$ cat src/rtl/counter.sv
// Wrap-around up-counter with a runtime-programmable inclusive upper bound.
// Counts MIN_VALUE..i_max and wraps to MIN_VALUE.
module counter #(
    parameter int WIDTH     = 4,
    parameter int MIN_VALUE = 0
) (
    input  logic             i_clk,
    input  logic             i_rst_n,
    input  logic             i_enable,
    input  logic [WIDTH-1:0] i_max,
    output logic [WIDTH-1:0] o_value
);

    localparam logic [WIDTH-1:0] MinVal = WIDTH'(MIN_VALUE);
    localparam logic [WIDTH-1:0] One    = WIDTH'(1);

    // Initialiser gives a valid count before the first reset on FPGA targets.
    logic [WIDTH-1:0] value_q = MinVal;
    logic [WIDTH-1:0] value_d;

    // Using >= keeps value_q below i_max whenever the increment is formed.
    always_comb begin
        value_d = value_q;
        if (i_enable) begin
            if (value_q >= i_max) begin
                value_d = MinVal;
            end else begin
                value_d = value_q + One;
            end
        end
    end

    always_ff @(posedge i_clk) begin
        if (!i_rst_n) begin
            value_q <= MinVal;
        end else begin
            value_q <= value_d;
        end
    end

    assign o_value = value_q;

endmodule

$ cat config.mk
export PLATFORM = sky130hd
export DESIGN_NAME = counter
export DESIGN_NICKNAME = d
export VERILOG_FILES = /design/src/rtl/counter.sv
export SDC_FILE = /design/constraint.sdc
export NUM_CORES = 1
export LEC_CHECK = 0
export ABC_AREA = 1
export CAP_MARGIN = 0
export CORE_AREA = 2 2 39 41
export CTS_CLUSTER_SIZE = 24
export DETAILED_ROUTE_END_ITERATION = 10
export DIE_AREA = 0 0 41 43
export GPL_ROUTABILITY_DRIVEN = 0
export GPL_TIMING_DRIVEN = 0
export PLACE_DENSITY = 0.45
export SETUP_SLACK_MARGIN = 0.05
export SLEW_MARGIN = 20
export SYNTH_ARGS = -nofsm -noshare
export SYNTH_HDL_FRONTEND = slang
export SYNTH_SLANG_ARGS = --single-unit
$ cat constraint.sdc
create_clock -name i_clk -period 2.5 [get_ports i_clk]
set_input_delay 0.5 -clock i_clk [delete_from_list [all_inputs] [get_ports i_clk]]
set_output_delay 0.5 -clock i_clk [all_outputs]
set_load 0.01 [all_outputs]
==> impl_metrics.env, run 1 <==
export IMPL_period_share=0.690
export IMPL_path_buf_inv=1
export IMPL_synth_area_leaders="dfxtp_1 (29%), ha_1 (23%), inv_1 (9.7%), nand2_1 (9.7%), xor2_1 (6.5%)"
export IMPL_p_seq_frac=0.371
export IMPL_path_max_fanout=5
export IMPL_crit_path_start="o_value[0]"
export IMPL_path_depth=1
export IMPL_cts_tree="done"
export IMPL_io_buffers=10
export IMPL_fmax_mhz=579
export IMPL_clock_path_buffers=2
export IMPL_stdcell_count=64
export IMPL_dr_total_vias=250
export IMPL_pin_count=11
export IMPL_design_power_total_mw=0.197
export IMPL_grt_overflow_total=0
export IMPL_r2r_end="o_value[1]"
export IMPL_post_cts_buffers=0
export IMPL_synth_seq_area_share=0.295
export IMPL_setup_viol_count_final=0
export IMPL_wl_um=549
export IMPL_switching_share=0.253
export IMPL_drc=0
export IMPL_r2r_cells=7
export IMPL_fin_crit_ps=1730
export IMPL_synth_common_cells="inv_1 (7), nand2_1 (7), ha_1 (5), dfxtp_1 (4), nor2_1 (3)"
export IMPL_dp_cells=61
export IMPL_holdWs_ps=569
export IMPL_power_frac_clock=0.406
export IMPL_postSynth_asyncResetShare=0
export IMPL_fin_util=0.299
export IMPL_die_width_um=41
export IMPL_critPathLaunchType="flop"
export IMPL_hold_buffers=0
export IMPL_coreArea_um2=1380
export IMPL_setup_tns_ps=0
export IMPL_grt_pass1_vias=241
export IMPL_design_area_um2=414
export IMPL_area_growth_pct=52.5
export IMPL_yosysTopAreaCell="dfxtp_1"
export IMPL_finClkSkew_ps=4.21
export IMPL_synthDistinctLibCells=12
export IMPL_drtAntennaViolNets=0
export IMPL_clk_latency_ps=230
export IMPL_power_density_nw_per_um2=477
export IMPL_critical_path_top_delay_family="buffers and inverters"
export IMPL_cts_root_buf="clkbuf_4"
export IMPL_cpPeakStageDelay_ps=570
export IMPL_slew_violations=0
export IMPL_outcome="finished, final reports clean"
export IMPL_grt_first_pass_wirelength_um=931
export IMPL_cts_resized=0
export IMPL_vdd_drop_max_v=0.000306
export IMPL_antenna_found_initial=0
export IMPL_p_leak_nw=0.202
export IMPL_hold_class="flop to flop"
export IMPL_synth_ff_type="dfxtp_1"
export IMPL_dr_first_iter_drc_count=0
export IMPL_synth_nets=47
export IMPL_intPower_mw=0.147
export IMPL_post_drt_via_cell_ratio=3.91
export IMPL_drt_pre_antenna_iters=1
export IMPL_worstSetupEndpoint="o_value[0]"
export IMPL_worst_pin_slew_ps=219
export IMPL_r2r_start="o_value[0]"
export IMPL_cpMaxStageDelayCell="clkdlybuf4s50_1"
export IMPL_crit_chain="clkdlybuf4s50_1"
export IMPL_avgSynthCellArea_um2=7.76
export IMPL_synth_seq_cells=4
export IMPL_netlist_area_um2=272
export IMPL_cts_buffers=3
export IMPL_clk_pin_slew_ps=40
export IMPL_p_sw_mw=0.0500
export IMPL_criticalPathCategory="flop to output pin"
export IMPL_placed_cell_area_um2=392
export IMPL_p_comb_frac=0.223
export IMPL_synth_edf_count=0
export IMPL_crit_required_ps=2000
export IMPL_finalHoldViolCount=0
export IMPL_yosysTopAreaCellShare=0.295
export IMPL_initial_utilization=0.196
export IMPL_yosys_warnings=0
export IMPL_grt_start_max_net_pins=6
export IMPL_h_tree_depth=1
export IMPL_die_area_um2=1760
export IMPL_end_kind="output pin"
export IMPL_track_usage=0.0835
export IMPL_dp_slack_ps=582
export IMPL_largest_reg_flops=4
export IMPL_rows=14
export IMPL_cts_sinks=4
export IMPL_final_nets=62
export IMPL_arrival_ps=1230
export IMPL_die_y_um=43
export IMPL_antenna_cells=0
export IMPL_setup_slack_ps=774
export IMPL_rrSetupSlack_ps=1210
export IMPL_drt_wirelength_per_cell_um=8.58
export IMPL_syn_inst=35
export IMPL_rsz0062_at_grt="false"
export IMPL_drive_above_1_share=0.0833
export IMPL_max_cap_viol_count=0
export IMPL_max_slew_margin=0.853
## cells in the final DEF, fill, tap and decap left out, types with 2 or more instances in the layout
cell	n
inv_1	7
nor2_1	3
xor2_1	2
clkbuf_4	3
nand4_1	2
ha_1	5
nand2_1	7
clkdlybuf4s50_1	10
dfxtp_1	4
## power by group through the flow
stage / clock (mW) / combinational [mW] / sequential [mW]
after CTS: 0.0852 / 0.0447 / 0.0734
after global routing: 0.0922 / 0.0507 / 0.0740
final: 0.0802 / 0.0440 / 0.0733
after detailed placement: 0 / 0.0444 / 0.0745
after global placement: 0 / 0.0442 / 0.0744
after floorplan: 0 / 0.0210 / 0.0750
## kinds of logic (layout without fill, tap and decap cells)
family	after synthesis	count (layout)	synth area share
compound gates	1	1	0.0184
xor+xnor	3	3	0.0968
fa+ha+maj	5	5	0.230
buf+inv	7	20	0.0968
flops	4	4	0.295
mux	1	1	0.0369
simple gates	14	14	0.226
## how the worst min path moves through the flow
stage | start | to | slack [ps] | cells after the start
after CTS | o_value[3] | o_value[3] | 580 | 2
after global placement | o_value[3] | o_value[3] | 560 | 2
after floorplan | o_value[0] | o_value[0] | 580 | 2
after detailed placement | o_value[3] | o_value[3] | 570 | 2
after global routing | o_value[0] | o_value[0] | 610 | 2
final | o_value[3] | o_value[3] | 570 | 2
## final cells by class
class	count	area, µm²
Fill cell	164	970
Multi-Input combinational cell	24	165
Timing Repair Buffer	10	100
Sequential cell	4	80.1
Inverter	7	26.3
Clock buffer	3	22.5
Tap cell	16	20.0
## routing by layer
metal | global-route usage | routed length [µm] | vias up
li1 | - | - | 137
met1 | 0.0874 | 261 | 102
met2 | 0.116 | 218 | 11
met3 | 0.0681 | 69 | 0
met4 | 0.0400 | 0 | 0
met5 | 0 | 0 | -
## worst min-delay path, cell delays in order (launching register included)
cell and delay, ps:
dfxtp_1 360, xor2_1 90, nor2_2 90
Note: power is estimated with default switching activity, not from simulation.
==> inputs of run 2 (changes only) <==
Clock period 2.5 ns to 1.61 ns, I/O delays scaled along.
==> run 2 against run 1 <==
Sequential share of layout area up 0.37 points. Sequential power up 57%. Via count up 2.0%. Utilization up 0.36 points. Cell count unchanged. Critical endpoint is now o_value[2].
==> impl_metrics.env, run 2 (synthesized netlist as in run 1, its figures left out) <==
export IMPL_outcome="finished, final reports clean"
export IMPL_min_from="o_value[0]"
export IMPL_die_area_um2=1760
export IMPL_arrival_ps=1170
export IMPL_p_leak_nw=0.203
export IMPL_cts_tree="done"
export IMPL_post_drt_via_cell_ratio=3.98
export IMPL_seq_area_um2=82.6
export IMPL_crit_path_start="o_value[2]"
export IMPL_cts_sinks=4
export IMPL_wl_um=548
export IMPL_rows=14
export IMPL_dp_slack_ps=-130
export IMPL_dr_first_iter_drc_count=0
export IMPL_track_usage=0.0835
export IMPL_use_met3=0.0681
export IMPL_final_cell_mix="clkdlybuf4s50_1 (10), inv_1 (7), nand2_1 (6)"
export IMPL_grt_use_met2=0.116
export IMPL_worstHoldEndpoint="o_value[0]"
export IMPL_busiest_layer="met2"
export IMPL_io_buffers=10
export IMPL_hold_class="flop to flop"
export IMPL_worst_pin_slew_ps=207
export IMPL_drt_wirelength_per_cell_um=8.56
export IMPL_end_kind="output pin"
export IMPL_clk_latency_ps=230
export IMPL_r2r_cells=6
export IMPL_cpMaxStageDelayCell="clkdlybuf4s50_1"
export IMPL_fill_cells=163
export IMPL_max_cap_viol_count=0
export IMPL_finClkSkew_ps=4.15
export IMPL_dp_cells=61
export IMPL_cts_root_buf="clkbuf_4"
export IMPL_rrSetupSlack_ps=420
export IMPL_hold_buffers=0
export IMPL_grt_start_max_net_pins=6
export IMPL_grt_overflow_total=0
export IMPL_multi_input_area_um2=168
export IMPL_final_nets=62
export IMPL_grt_first_pass_wirelength_um=931
export IMPL_cts_buffers=3
export IMPL_coreArea_um2=1380
export IMPL_largest_reg_flops=4
export IMPL_clk_pin_slew_ps=40
export IMPL_setup_slack_ps=115
export IMPL_critPathLaunchType="flop"
export IMPL_cpPeakStageDelay_ps=560
export IMPL_drive_above_1_share=0.146
export IMPL_max_slew_margin=0.862
export IMPL_drt_pre_antenna_iters=1
export IMPL_slew_violations=0
export IMPL_dr_total_vias=255
export IMPL_crit_required_ps=1290
export IMPL_finalHoldViolCount=0
export IMPL_initial_utilization=0.196
export IMPL_final_common_cell="clkdlybuf4s50_1"
export IMPL_r2r_start="o_value[3]"
export IMPL_drc=0
export IMPL_vdd_drop_max_v=0.000475
export IMPL_die_y_um=43
export IMPL_crit_chain="clkdlybuf4s50_1"
export IMPL_stdcell_count=64
export IMPL_clock_path_buffers=2
export IMPL_power_density_nw_per_um2=736
export IMPL_rsz0062_at_grt="true"
export IMPL_holdWs_ps=547
export IMPL_gr_usage_met1=0.0874
export IMPL_path_max_fanout=4
export IMPL_pin_count=11
export IMPL_r2r_end="o_value[1]"
export IMPL_drtAntennaViolNets=0
export IMPL_hold_depth=2
export IMPL_critical_path_top_delay_family="buffers and inverters"
export IMPL_fin_crit_ps=1490
export IMPL_path_buf_inv=1
export IMPL_criticalPathCategory="flop to output pin"
export IMPL_die_width_um=41
export IMPL_antenna_cells=0
export IMPL_antenna_found_initial=0
export IMPL_fmax_mhz=669
export IMPL_grt_pass1_vias=241
export IMPL_design_power_total_mw=0.309
export IMPL_period_share=0.929
export IMPL_h_tree_depth=1
export IMPL_setup_viol_count_final=0
export IMPL_area_growth_pct=54.4
[run 2: stage by stage]
stage / TNS, ps / util / instance area (µm²)
after floorplan: 0 / - / 272
after global placement: -498 / 0.283 / 392
after detailed placement: -485 / 0.283 / 392
after CTS: 0 / 0.299 / 414
after global routing: 0 / 0.303 / 419
final: 0 / 0.303 / 419
[run 2: what timing repair did]
item,in CTS,in global routing
endpoints found under the hold margin,0,0
resized for setup,0,3
endpoints found under the setup margin,0,6
setup buffers,0,0
[run 2: cell type report]
type                    count  share of cell area
multi-input cells          24               0.400
flip-flops and latches      4               0.197
inverters                   7              0.0627
repair buffers             10               0.239
well taps                  16              0.0478
clock buffers               3              0.0537
[run 2: worst max-delay path by stage]
stage,end,slack (ps),depth (start not counted)
final,o_value[2],120,1
after global routing,o_value[2],10,10
after CTS,o_value[0],60,1
after detailed placement,o_value[1],-130,8
after global placement,o_value[1],-130,8
after floorplan,o_value[0],400,7
[run 2: power by group]
| part | switching [mW] | internal (mW) |
|---|---|---|
| Combinational | 0.0287 | 0.0406 |
| Sequential | 0.00816 | 0.107 |
| Clock | 0.0410 | 0.0834 |
[run 2: worst reg2reg max path: cells and delay by family, from the launching register on]
| family | cells | cell delay (ps) |
|---|---|---|
| compound gates | 1 | 140 |
| simple gates | 4 | 330 |
| fa+ha+maj | 1 | 320 |
| flops | 1 | 320 |
[run 2: per-layer routing]
metal	share of wire	routed length (µm)	vias to the layer above
met5	0	0	-
met1	0.47	255	108
met2	0.41	223	11
met4	0	0	0
met3	0.13	69	0
li1	-	-	136
